--- src/rtl/rtc_port_pkg.sv ---
`default_nettype none
// ============================================================================
// rtc_port_pkg : shared constants for the PicoBlaze RTC port bank
// Rev 1.0
// ============================================================================
package rtc_port_pkg;

  localparam logic [7:0] DEF_SEL_PORT  = 8'h01;
  localparam logic [7:0] DEF_WR_BASE   = 8'h02;
  localparam logic [7:0] DEF_CTRL_PORT = 8'h0B;
  localparam logic [7:0] DEF_STAT_PORT = 8'h0C;
  localparam logic [7:0] DEF_RD_BASE   = 8'h0D;

  localparam int ST_DONE = 0;
  localparam int ST_SNAP = 1;
  localparam int ST_ERR  = 2;
  localparam int ST_BUSY = 3;

  localparam int CT_GO   = 0;
  localparam int CT_SNAP = 1;

  localparam logic [0:0] FSM_IDLE = 1'b0;
  localparam logic [0:0] FSM_BUSY = 1'b1;

  // True when any two decoded ports collide or a range runs past the 8-bit port space.
  function automatic bit port_map_invalid(input int sel_p, input int ctrl_p, input int stat_p,
                                          input int wr_base, input int n_wr,
                                          input int rd_base, input int n_rd);
    int hits;
    if ((wr_base + n_wr > 256) || (rd_base + n_rd > 256)) return 1'b1;
    for (int p = 0; p < 256; p++) begin
      hits = 0;
      if (p == sel_p)  hits++;
      if (p == ctrl_p) hits++;
      if (p == stat_p) hits++;
      if ((p >= wr_base) && (p < wr_base + n_wr)) hits++;
      if ((p >= rd_base) && (p < rd_base + n_rd)) hits++;
      if (hits > 1) return 1'b1;
    end
    return 1'b0;
  endfunction

endpackage
`default_nettype wire

--- src/rtl/rtc_edge_sticky.sv ---
`default_nettype none
// ============================================================================
// rtc_edge_sticky : optional rising-edge detector feeding a sticky flag (set beats clear)
// Rev 1.0
// ============================================================================
module rtc_edge_sticky
  import rtc_port_pkg::*;
#(
  parameter bit EDGE = 1'b1
) (
  input  logic clk,
  input  logic reset,
  input  logic i_sig,
  input  logic i_qual,
  input  logic i_clr,
  output logic o_pulse,
  output logic o_flag
);

  logic w_event;
  logic r_flag;

  generate
    if (EDGE) begin : g_edge
      logic r_prev;
      always_ff @(posedge clk) begin
        if (reset) r_prev <= 1'b0;
        else       r_prev <= i_sig;
      end
      assign w_event = i_qual & i_sig & ~r_prev;
    end else begin : g_level
      assign w_event = i_qual & i_sig;
    end
  endgenerate

  always_ff @(posedge clk) begin
    if (reset)        r_flag <= 1'b0;
    else if (w_event) r_flag <= 1'b1;
    else if (i_clr)   r_flag <= 1'b0;
  end

  assign o_pulse = w_event;
  assign o_flag  = r_flag;

endmodule
`default_nettype wire

--- src/rtl/rtc_port_bank.sv ---
`default_nettype none
// ============================================================================
// rtc_port_bank : PicoBlaze I/O register bank in front of the RTC transfer controller
// Rev 1.0
// ============================================================================
module rtc_port_bank
  import rtc_port_pkg::*;
#(
  parameter int         DW        = 8,
  parameter int         N_WR      = 9,
  parameter int         N_RD      = 9,
  parameter logic [7:0] SEL_PORT  = DEF_SEL_PORT,
  parameter logic [7:0] WR_BASE   = DEF_WR_BASE,
  parameter logic [7:0] CTRL_PORT = DEF_CTRL_PORT,
  parameter logic [7:0] STAT_PORT = DEF_STAT_PORT,
  parameter logic [7:0] RD_BASE   = DEF_RD_BASE
) (
  input  logic                 clk,
  input  logic                 reset,
  input  logic                 write_strobe,
  input  logic                 read_strobe,
  input  logic [7:0]           port_id,
  input  logic [DW-1:0]        out_port,
  output logic [DW-1:0]        in_port,
  output logic [N_WR*DW-1:0]   wr_fields,
  output logic [N_WR-1:0]      sel_onehot,
  output logic                 go,
  output logic                 busy,
  input  logic [N_RD*DW-1:0]   rd_fields,
  input  logic                 rtc_done
);

  localparam bit c_map_bad = port_map_invalid(int'(SEL_PORT), int'(CTRL_PORT), int'(STAT_PORT),
                                              int'(WR_BASE), N_WR, int'(RD_BASE), N_RD);

  generate
    if (c_map_bad) begin : g_map_check
      $error("rtc_port_bank: port map overlaps or exceeds the 8-bit port space");
    end
    if (N_WR > 2**DW) begin : g_nwr_check
      $error("rtc_port_bank: N_WR exceeds the range of the select index");
    end
    if (DW < 4) begin : g_dw_check
      $error("rtc_port_bank: DW too narrow for the status byte");
    end
  endgenerate

  logic w_ctrl_wr;
  logic w_sel_wr;
  logic w_stat_rd;
  logic w_go_req;
  logic w_snap_req;
  logic w_busy;
  logic w_done_rise;
  logic w_done_flag;
  logic w_err_flag;
  logic w_snap_flag;
  logic w_unused_err_pulse;
  logic w_unused_snap_pulse;
  logic [DW-1:0] w_status;
  logic [DW-1:0] w_rd_data;

  logic [0:0]      r_state;
  logic            r_go;
  logic [DW-1:0]   r_index;
  logic [N_WR-1:0] r_sel;
  logic [DW-1:0]   r_in_port;
  logic [DW-1:0]   r_wr     [N_WR];
  logic [DW-1:0]   r_shadow [N_RD];

  assign w_ctrl_wr  = write_strobe && (port_id == CTRL_PORT);
  assign w_sel_wr   = write_strobe && (port_id == SEL_PORT);
  assign w_stat_rd  = read_strobe  && (port_id == STAT_PORT);
  assign w_go_req   = w_ctrl_wr && out_port[CT_GO];
  assign w_snap_req = w_ctrl_wr && out_port[CT_SNAP];
  assign w_busy     = (r_state == FSM_BUSY);

  generate
    for (genvar gi = 0; gi < N_WR; gi++) begin : g_wr_field
      localparam logic [7:0] c_port = 8'(int'(WR_BASE) + gi);
      always_ff @(posedge clk) begin
        if (reset)                                    r_wr[gi] <= '0;
        else if (write_strobe && (port_id == c_port)) r_wr[gi] <= out_port;
      end
      assign wr_fields[gi*DW +: DW] = r_wr[gi];
    end

    // The shadow is the only source for field reads, so software sees one coherent instant.
    for (genvar gj = 0; gj < N_RD; gj++) begin : g_shadow
      always_ff @(posedge clk) begin
        if (reset)           r_shadow[gj] <= '0;
        else if (w_snap_req) r_shadow[gj] <= rd_fields[gj*DW +: DW];
      end
    end
  endgenerate

  always_ff @(posedge clk) begin
    if (reset)         r_index <= '0;
    else if (w_sel_wr) r_index <= out_port;
  end

  always_ff @(posedge clk) begin
    if (reset) begin
      r_sel <= '0;
    end else begin
      for (int i = 0; i < N_WR; i++) r_sel[i] <= (32'(r_index) == i);
    end
  end

  always_ff @(posedge clk) begin
    if (reset) begin
      r_state <= FSM_IDLE;
      r_go    <= 1'b0;
    end else begin
      r_go <= 1'b0;
      case (r_state)
        FSM_IDLE: if (w_go_req) begin
          r_state <= FSM_BUSY;
          r_go    <= 1'b1;
        end
        FSM_BUSY: if (w_done_rise) r_state <= FSM_IDLE;
        default:  r_state <= FSM_IDLE;
      endcase
    end
  end

  rtc_edge_sticky #(.EDGE(1'b1)) u_done (
    .clk     (clk),
    .reset   (reset),
    .i_sig   (rtc_done),
    .i_qual  (w_busy),
    .i_clr   (w_stat_rd),
    .o_pulse (w_done_rise),
    .o_flag  (w_done_flag)
  );

  rtc_edge_sticky #(.EDGE(1'b0)) u_err (
    .clk     (clk),
    .reset   (reset),
    .i_sig   (w_go_req & w_busy),
    .i_qual  (1'b1),
    .i_clr   (w_stat_rd),
    .o_pulse (w_unused_err_pulse),
    .o_flag  (w_err_flag)
  );

  rtc_edge_sticky #(.EDGE(1'b0)) u_snap (
    .clk     (clk),
    .reset   (reset),
    .i_sig   (w_snap_req),
    .i_qual  (1'b1),
    .i_clr   (w_stat_rd),
    .o_pulse (w_unused_snap_pulse),
    .o_flag  (w_snap_flag)
  );

  always_comb begin
    w_status          = '0;
    w_status[ST_DONE] = w_done_flag;
    w_status[ST_SNAP] = w_snap_flag;
    w_status[ST_ERR]  = w_err_flag;
    w_status[ST_BUSY] = w_busy;
  end

  always_comb begin
    w_rd_data = '0;
    if (port_id == STAT_PORT) w_rd_data = w_status;
    for (int i = 0; i < N_RD; i++) begin
      if (port_id == 8'(int'(RD_BASE) + i)) w_rd_data = r_shadow[i];
    end
  end

  always_ff @(posedge clk) begin
    if (reset) r_in_port <= '0;
    else       r_in_port <= w_rd_data;
  end

  assign in_port    = r_in_port;
  assign sel_onehot = r_sel;
  assign go         = r_go;
  assign busy       = w_busy;

endmodule
`default_nettype wire

--- config.mk ---
export PLATFORM = sky130hd
export DESIGN_NAME = rtc_port_bank
export DESIGN_NICKNAME = d
export VERILOG_FILES = /design/src/rtl/rtc_port_pkg.sv /design/src/rtl/rtc_edge_sticky.sv /design/src/rtl/rtc_port_bank.sv
export SDC_FILE = /design/constraint.sdc
export NUM_CORES = 1
export LEC_CHECK = 0
export BUFFER_PORTS_ARGS = -buffer_cell sky130_fd_sc_hd__buf_2
export CORE_MARGIN = 2
export CORE_UTILIZATION = 48
export CTS_CLUSTER_DIAMETER = 120
export CTS_CLUSTER_SIZE = 24
export DETAILED_ROUTE_END_ITERATION = 10
export HOLD_SLACK_MARGIN = 0.12
export PLACE_DENSITY = 0.74
export SYNTH_ARGS = -nofsm -noshare
export SYNTH_HDL_FRONTEND = slang
export SYNTH_SLANG_ARGS = --single-unit
--- constraint.sdc ---
create_clock -name clk -period 3.3 [get_ports clk]
set_input_delay 0.495 -clock clk [delete_from_list [all_inputs] [get_ports clk]]
set_output_delay 0.495 -clock clk [all_outputs]
set_load 0.01 [all_outputs]
After elaboration in Yosys (flattened, before gate mapping) --
Memory sizes are Yosys's and may differ from the RTL's. Cells that the tools add are included.
Word-level totals: bits of input ports 93, logic and storage cells 149, memories 2, RAM bits 144, register bits 31
Memories:
- r_shadow | depth 9, bits a word 8, read ports 9, clocked after memory_dff 0, write ports 9, line rtc_port_bank.sv:69 | logic [DW-1:0] r_shadow [N_RD];
- r_wr | depth 9, bits a word 8, read ports 9, clocked after memory_dff 0, write ports 9, line rtc_port_bank.sv:68 | logic [DW-1:0] r_wr [N_WR];
Operators by class: bitwise logic cells 23, reductions and logical operators 19, multiplexer cells 67, equality and inequality tests 29
Operator list (number):
- 8-bit two-way mux | 27
- 8-bit by 4-bit == test with 1-bit output (second input constant) | 9
- 8-bit by 3-bit == test with 1-bit output (second input constant) | 8
- 8-bit by 5-bit == test with 1-bit output (second input constant) | 6
- 1-bit two-way mux | 38
- 8-bit by 2-bit == test with 1-bit output (second input constant) | 4
- 1-bit OR | 18
- 8-bit by 1-bit == test with 1-bit output (second input constant) | 2
- 1-bit logical AND | 14
- 8-bit logical NOT | 1
- 2-bit nonzero test | 3
- 4-bit two-way mux | 1
- 1-bit AND | 3
- 1-bit NOT | 2
- 1-bit one-hot mux with 2 select lines | 1
- 2-bit OR reduction | 1

Depth between registers and ports, before layout --
Gate-level depths: netlist of run 1.
depth in word-level cells 11, depth in mapped cells 7, depth with buffers taken out 5

Modules after synthesis --
Synthesis of run 1 repeated with hierarchy kept, for this count alone.
Unflattened totals: cell total of the unflattened synthesis 547, area total of the unflattened synthesis 7408.4 um2
Modules (own cells, without submodules):
- rtc_port_bank | area each 7250.7 um2, sequential area each 4864.7 um2, cells an instance 530, instances 1
- rtc_edge_sticky at u_err ... | area each 42.5 um2, sequential area each 20.0 um2, cells an instance 5, instances 2
- rtc_edge_sticky at u_done | area each 72.6 um2, sequential area each 40.0 um2, cells an instance 7, instances 1

Worst setup path after synthesis of run 1 --
No wires, ideal clock.
path kind input to register, start input port port_id[7], end memory r_shadow[0][0] (enable), library setup time 0.432 ns, arrival 2.806 ns, data required time 2.868 ns, path buffers 1, cell stages on the path 6, setup slack 0.062 ns, cell sequence nor2_1 > and3_1 > and2_1 > clkbuf_1 > nand3_1 > nand2_1
RTL lines:
- from (decl) | line rtc_port_bank.sv:22 | input logic [7:0] port_id,
- to (decl) | line rtc_port_bank.sv:69

==> results of run 1 <==
where the power goes:
| part | total (mW) | leakage, nW | switching, mW | internal, mW |
|---|---|---|---|---|
| Clock | 1.99 | 0.307 | 0.799 | 1.19 |
| Combinational | 0.287 | 1.72 | 0.169 | 0.118 |
| Sequential | 2.50 | 1.62 | 0.0277 | 2.48 |
how the worst max path moves through the flow:
stage,to,slack (ns),start,cells past startpoint
floorplan,r_shadow[0][0],0.06,port_id[7],6
global placement,r_shadow[2][5],1.04,port_id[5],7
detailed placement,r_shadow[1][4],0.93,port_id[5],7
CTS,r_shadow[8][5],1.38,port_id[5],7
global route,r_shadow[8][5],1.23,port_id[5],7
finish,r_shadow[1][4],1.33,port_id[5],7
flip-flops by register name, indices dropped and copies added (netlist names):
register / count
r_shadow: 72
r_wr: 72
sel_onehot: 9
in_port: 8
r_index: 8
busy: 1
go: 1
u_done.g_edge.r_prev: 1
u_done.o_flag: 1
u_err.o_flag: 1
u_snap.o_flag: 1
cells by family (layout without fill, tap and decap cells):
| kind of cell | after synthesis | after routing | share of synthesized area |
|---|---|---|---|
| and+or+nand+nor | 248 | 248 | 0.200 |
| DFF | 175 | 175 | 0.688 |
| AOI/OAI and AO/OA | 49 | 49 | 0.0463 |
| muxes | 25 | 25 | 0.0466 |
| buffers and inverters | 30 | 233 | 0.0193 |
area by class of cell:
cell class / instances / share of cell area
flip-flops and latches: 175 / 0.554
multi-input cells: 322 / 0.237
repair buffers: 194 / 0.113
clock buffers: 26 / 0.0634
well taps: 184 / 0.0258
clock inverters: 6 / 0.00434
inverters: 7 / 0.00294
routing by layer:
layer / global-route usage / wire length [um] / up-vias
met5: 0 / 0 / -
met4: 0.0666 / 165 / 0
met3: 0.0527 / 1200 / 13
met2: 0.337 / 7700 / 191
met1: 0.259 / 6710 / 2212
li1: - / - / 2250
Yosys cell counts, types with 3 or more instances:
master	count
a211oi_1	3
nor2_1	32
o22ai_1	7
a22oi_1	3
o21ai_1	3
nand2_1	24
o21ai_0	12
a21oi_1	6
nand2b_1	3
mux2i_1	11
o32ai_1	4
nand3_1	3
buf_4	3
nor3_1	8
and2_1	148
mux4_2	6
and3_1	4
inv_1	7
buf_2	12
mux2_2	8
dfxtp_1	31
nor2b_1	6
edfxtp_1	144
clkbuf_1	8
critical path: stages:
cell and delay, ns:
buf_2 0.12, nor2_1 0.26, and3_1 0.29, and2_1 0.29, nand3_1 0.13, nand2_2 0.11, buf_12 0.33
through the flow:
stage	total power [mW]	hold slack (ns)	util	instances	instance area, um2
after floorplan	2.68	0.433	-	527	7190
after global placement	2.83	0.465	0.571	882	8330
after detailed placement	2.84	0.472	0.571	882	8330
after CTS	4.82	0.281	0.612	914	8930
after global routing	4.94	0.328	0.612	914	8930
final	4.78	0.301	0.612	914	8930
==> flow_metrics.env, run 1 <==
export IMPL_status="complete, no violations"
export IMPL_cp_required_ns=3.39
export IMPL_viasPerCell=5.11
export IMPL_synth_nets=620
export IMPL_synth_edf_count=144
export IMPL_pre_cts_slack_ns=0.932
export IMPL_yosysSeqAreaShare=0.688
export IMPL_peakVddDrop_mv=0.367
export IMPL_r2r_setup_slack_ns=1.90
export IMPL_synth_top_area_frac=0.601
export IMPL_syn_area_um2=7190
export IMPL_grtUsageTotal=0.202
export IMPL_layout_commonest_cell="buf_2"
export IMPL_globalRoute_totalOverflow=0
export IMPL_dr_total_vias=4666
export IMPL_cts_made_buffers=17
export IMPL_synthFlopType="edfxtp_1"
export IMPL_min_period_over_period=0.598
export IMPL_start_util=0.493
export IMPL_wl_um=15800
export IMPL_setup_viol=0
export IMPL_dr_pass1_iters=4
export IMPL_grt_max_degree=74
export IMPL_htreeDepth=4
export IMPL_diodes=0
export IMPL_hp_class="in -> reg"
export IMPL_dp_hpwl_um=11400
export IMPL_seq_area_um2=4940
export IMPL_cts_path_max_buffers=2
export IMPL_rr_endpoint="in_port[1]"
export IMPL_hold_path_depth=2
export IMPL_powerDensity_nw_per_um2=535
export IMPL_first_global_vias=4692
export IMPL_fillers=1151
export IMPL_final_cell_mix="183 x buf_2, 148 x and2_1, 144 x edfxtp_1"
export IMPL_antenna_found_initial=0
export IMPL_clk_pin_slew_worst_paths_ns=0.06
export IMPL_crit_path_end_kind="flop"
export IMPL_p_leak_nw=3.65
export IMPL_slew_violations=0
export IMPL_syn_inst=527
export IMPL_synth_largest_area_cell="edfxtp_1"
export IMPL_crit_fanout=72
export IMPL_gp_congestion=0.841
export IMPL_die_y_um=126
export IMPL_clock_latency_ns=0.43
export IMPL_r2r_cells=4
export IMPL_rsz0062_at_grt="no"
export IMPL_synthArstFlopShare=0
export IMPL_core_um2=14600
export IMPL_worstHoldStart="rtc_done"
export IMPL_synth_cell_types=48
export IMPL_die_width_um=126
export IMPL_critPathArrivalTime_ns=2.06
export IMPL_relSlewSlack=0.635
export IMPL_layout_setup_ws_ns=1.33
export IMPL_remaining_drc_errors=0
export IMPL_rows=44
export IMPL_period_minus_slack_ns=1.97
export IMPL_crit_type="in -> reg"
export IMPL_root_buffer="clkbuf_16"
export IMPL_fin_nets=810
export IMPL_setup_worst_path_start_class="primary input"
export IMPL_drive_gt1_frac=0.347
export IMPL_yosys_register_bits=175
export IMPL_cts_resized=0
export IMPL_ios=184
export IMPL_yosys_warnings=0
export IMPL_clock_sinks=175
export IMPL_crit_reg2reg_launch="r_shadow[2][1]"
export IMPL_grt_first_pass_wirelength_um=24500
export IMPL_finalSetupTns_ns=0
export IMPL_port_buffers=183
export IMPL_avgSynthCellArea_um2=13.6
export IMPL_hold_path_endpoint="u_done.g_edge.r_prev"
export IMPL_ant_nets=0
export IMPL_finalHoldViolCount=0
export IMPL_fin_skew_ns=0.00828
export IMPL_dieArea_um2=16000
export IMPL_avgRoutedWirePerCell_um=17.3
export IMPL_worstMarginPinSlew_ns=0.545
export IMPL_maxCapViolCount=0
export IMPL_synth_area_top_cells="edfxtp_1 60%, and2_1 13%, dfxtp_1 8.6%"
export IMPL_cts_hold_buffers=0
export IMPL_area_growth_pct=24.2
export IMPL_drtIter0Drc=357
export IMPL_multi_input_area_um2=2120
export IMPL_cts_tree="done"
export IMPL_postCtsSetupBuffers=0
export IMPL_fmax_mhz=507
No activity file was read; power rests on OpenSTA's default activity.
==> run 2, diff against run 1 <==
Settings changed: ABC_AREA set to 1, CORE_UTILIZATION 48 to 53, PLACE_DENSITY 0.74 to 0.77.
Clock period 3.3 ns to 1.93 ns, I/O delays scaled along.
==> flow_metrics.env, run 2 <==
export IMPL_status="complete, no violations"
export IMPL_layoutNonFillerInstCount=1103
export IMPL_synth_edf_count=144
export IMPL_powerDensity_nw_per_um2=916
export IMPL_die_y_um=122
export IMPL_clk_pin_slew_worst_paths_ns=0.06
export IMPL_final_cell_mix="183 x buf_2, 144 x edfxtp_1, 125 x nor2_1"
export IMPL_p_leak_nw=4.14
export IMPL_fmax_mhz=735
export IMPL_layout_setup_ws_ns=0.569
export IMPL_peakVddDrop_mv=0.668
export IMPL_wl_um=15400
export IMPL_synthTopCellsByCount="144 x edfxtp_1, 125 x nor2_1, 119 x inv_1"
export IMPL_rsz0062_at_grt="no"
export IMPL_placed_cells=1070
export IMPL_hold_path_depth=3
export IMPL_rr_endpoint="sel_onehot[1]"
export IMPL_worstMarginPinSlew_ns=0.486
export IMPL_hold_path_endpoint="r_shadow[1][4]"
export IMPL_cp_cell_sequence="buf_2 > inv_6 > nand2_2 > nor2_4 > buf_4 > nand2_1 > nor2_1 > nand2_1 > nand3_1 > nor2_1 > nand4_1 > nor2_1 > nor2_1"
export IMPL_period_minus_slack_ns=1.36
export IMPL_synthFlopType="edfxtp_1"
export IMPL_hp_class="in -> reg"
export IMPL_cts_made_buffers=17
export IMPL_slowest_stage="nor2_1"
export IMPL_antenna_found_initial=0
export IMPL_yosys_warnings=0
export IMPL_synth_nets=799
export IMPL_rows=43
export IMPL_clock_sinks=175
export IMPL_drtIter0Drc=339
export IMPL_htreeDepth=4
export IMPL_grtUsageTotal=0.218
export IMPL_cp_required_ns=2.29
export IMPL_relSlewSlack=0.676
export IMPL_cts_tree="done"
export IMPL_setup_viol=0
export IMPL_first_global_vias=4954
export IMPL_start_util=0.537
export IMPL_gp_congestion=0.897
export IMPL_synth_top_area_frac=0.584
export IMPL_fin_nets=1003
export IMPL_postCtsSetupBuffers=0
export IMPL_crit_path_end_kind="flop"
export IMPL_fin_util=0.671
export IMPL_syn_inst=706
export IMPL_fin_skew_ns=0.00476
export IMPL_dieArea_um2=14900
export IMPL_cp_common_cell="nor2_1"
export IMPL_pre_cts_slack_ns=0.131
export IMPL_avgRoutedWirePerCell_um=13.9
export IMPL_globalRoute_totalOverflow=0
export IMPL_finalHoldViolCount=0
export IMPL_clock_latency_ns=0.42
export IMPL_remaining_drc_errors=0
export IMPL_multi_input_area_um2=1870
export IMPL_synth_cell_types=24
export IMPL_setup_worst_path_start_class="primary input"
export IMPL_drive_gt1_frac=0.350
export IMPL_layout_commonest_cell="buf_2"
export IMPL_crit_start="port_id[5]"
export IMPL_core_um2=13800
export IMPL_worstPathBufferInverterCount=3
export IMPL_root_buffer="clkbuf_16"
export IMPL_cts_resized=0
export IMPL_cts_hold_buffers=1
export IMPL_synthArstFlopShare=0
export IMPL_die_width_um=122
export IMPL_seq_area_um2=4940
export IMPL_dr_total_vias=5386
export IMPL_crit_type="in -> reg"
export IMPL_grt_max_degree=74
export IMPL_crit_fanout=14
export IMPL_synth_area_top_cells="edfxtp_1 58%, dfxtp_1 8.4%, nor2_1 6.3%"
export IMPL_diodes=0
export IMPL_slew_violations=0
export IMPL_maxCapViolCount=0
export IMPL_viasPerCell=4.88
export IMPL_synth_most_common_cell="edfxtp_1"
export IMPL_ant_nets=0
export IMPL_dp_hpwl_um=11200
export IMPL_dr_pass1_iters=5
export IMPL_yosys_register_bits=175
export IMPL_grt_first_pass_wirelength_um=24300
export IMPL_worstHoldStart="rd_fields[12]"
export IMPL_syn_area_um2=7400
export IMPL_fillers=1109
export IMPL_power_mw=8.46
export IMPL_port_buffers=183
export IMPL_cts_path_max_buffers=2
export IMPL_crit_reg2reg_launch="r_index[7]"
export IMPL_finalSetupTns_ns=0
export IMPL_path_delay_family="simple AND/OR/NAND/NOR gates"
export IMPL_min_period_over_period=0.705
export IMPL_yosysSeqAreaShare=0.668
export IMPL_critical_path_max_stage_delay_ns=0.30
export IMPL_avgSynthCellArea_um2=10.5
export IMPL_r2r_cells=5
export IMPL_r2r_setup_slack_ns=0.72
export IMPL_area_growth_pct=24.9
export IMPL_synth_largest_area_cell="edfxtp_1"
export IMPL_ios=184
export IMPL_critPathArrivalTime_ns=1.72
==> run 2: kinds of logic after synthesis <==
family	Yosys count	share of synthesized area
compound gates	29	0.0206
buf+inv	146	0.0824
flops	175	0.668
simple gates	356	0.229
==> run 2: layer usage <==
metal  GRT usage  wire (um)  share of wire  vias up
met5           0          0              0        -
met4      0.0862        349          0.023        0
met3      0.0501       1030          0.067       28
met2       0.375       7680           0.50      256
met1       0.265       6310           0.41     2446
li1            -          -              -     2656
==> run 2: worst max path at each step <==
stage,end,cells after the start
floorplan,r_shadow[0][0],4
global placement,in_port[4],13
detailed placement,r_shadow[6][1],9
CTS,busy,1
global route,r_index[2],7
finish,in_port[4],13
==> run 2: power breakdown <==
group	internal, mW	switching (mW)	total, mW
clock network	2.30	1.40	3.70
logic	0.176	0.308	0.483
registers	4.23	0.0474	4.28
==> run 2: layout make-up <==
type                            instances  share of cell area
Clock buffer                           18              0.0465
Clock inverter                         14              0.0232
Tap cell                              180              0.0244
Inverter                              133              0.0546
Timing Repair Buffer                  198               0.114
Multi-Input combinational cell        385               0.202
Sequential cell                       175               0.535
==> run 2: tightest hold or removal path, cell delays in order <==
cell and delay, ns:
buf_2 0.07, inv_1 0.03, nor2_2 0.08
==> run 2: stage by stage <==
step	hold slack (ns)	cell area, um2
6_report	0.166	9240
5_1_grt	0.166	9240
4_1_cts	0.150	9240
3_5_place_dp	0.437	8590
3_3_place_gp	0.433	8590
2_1_floorplan	0.414	7420
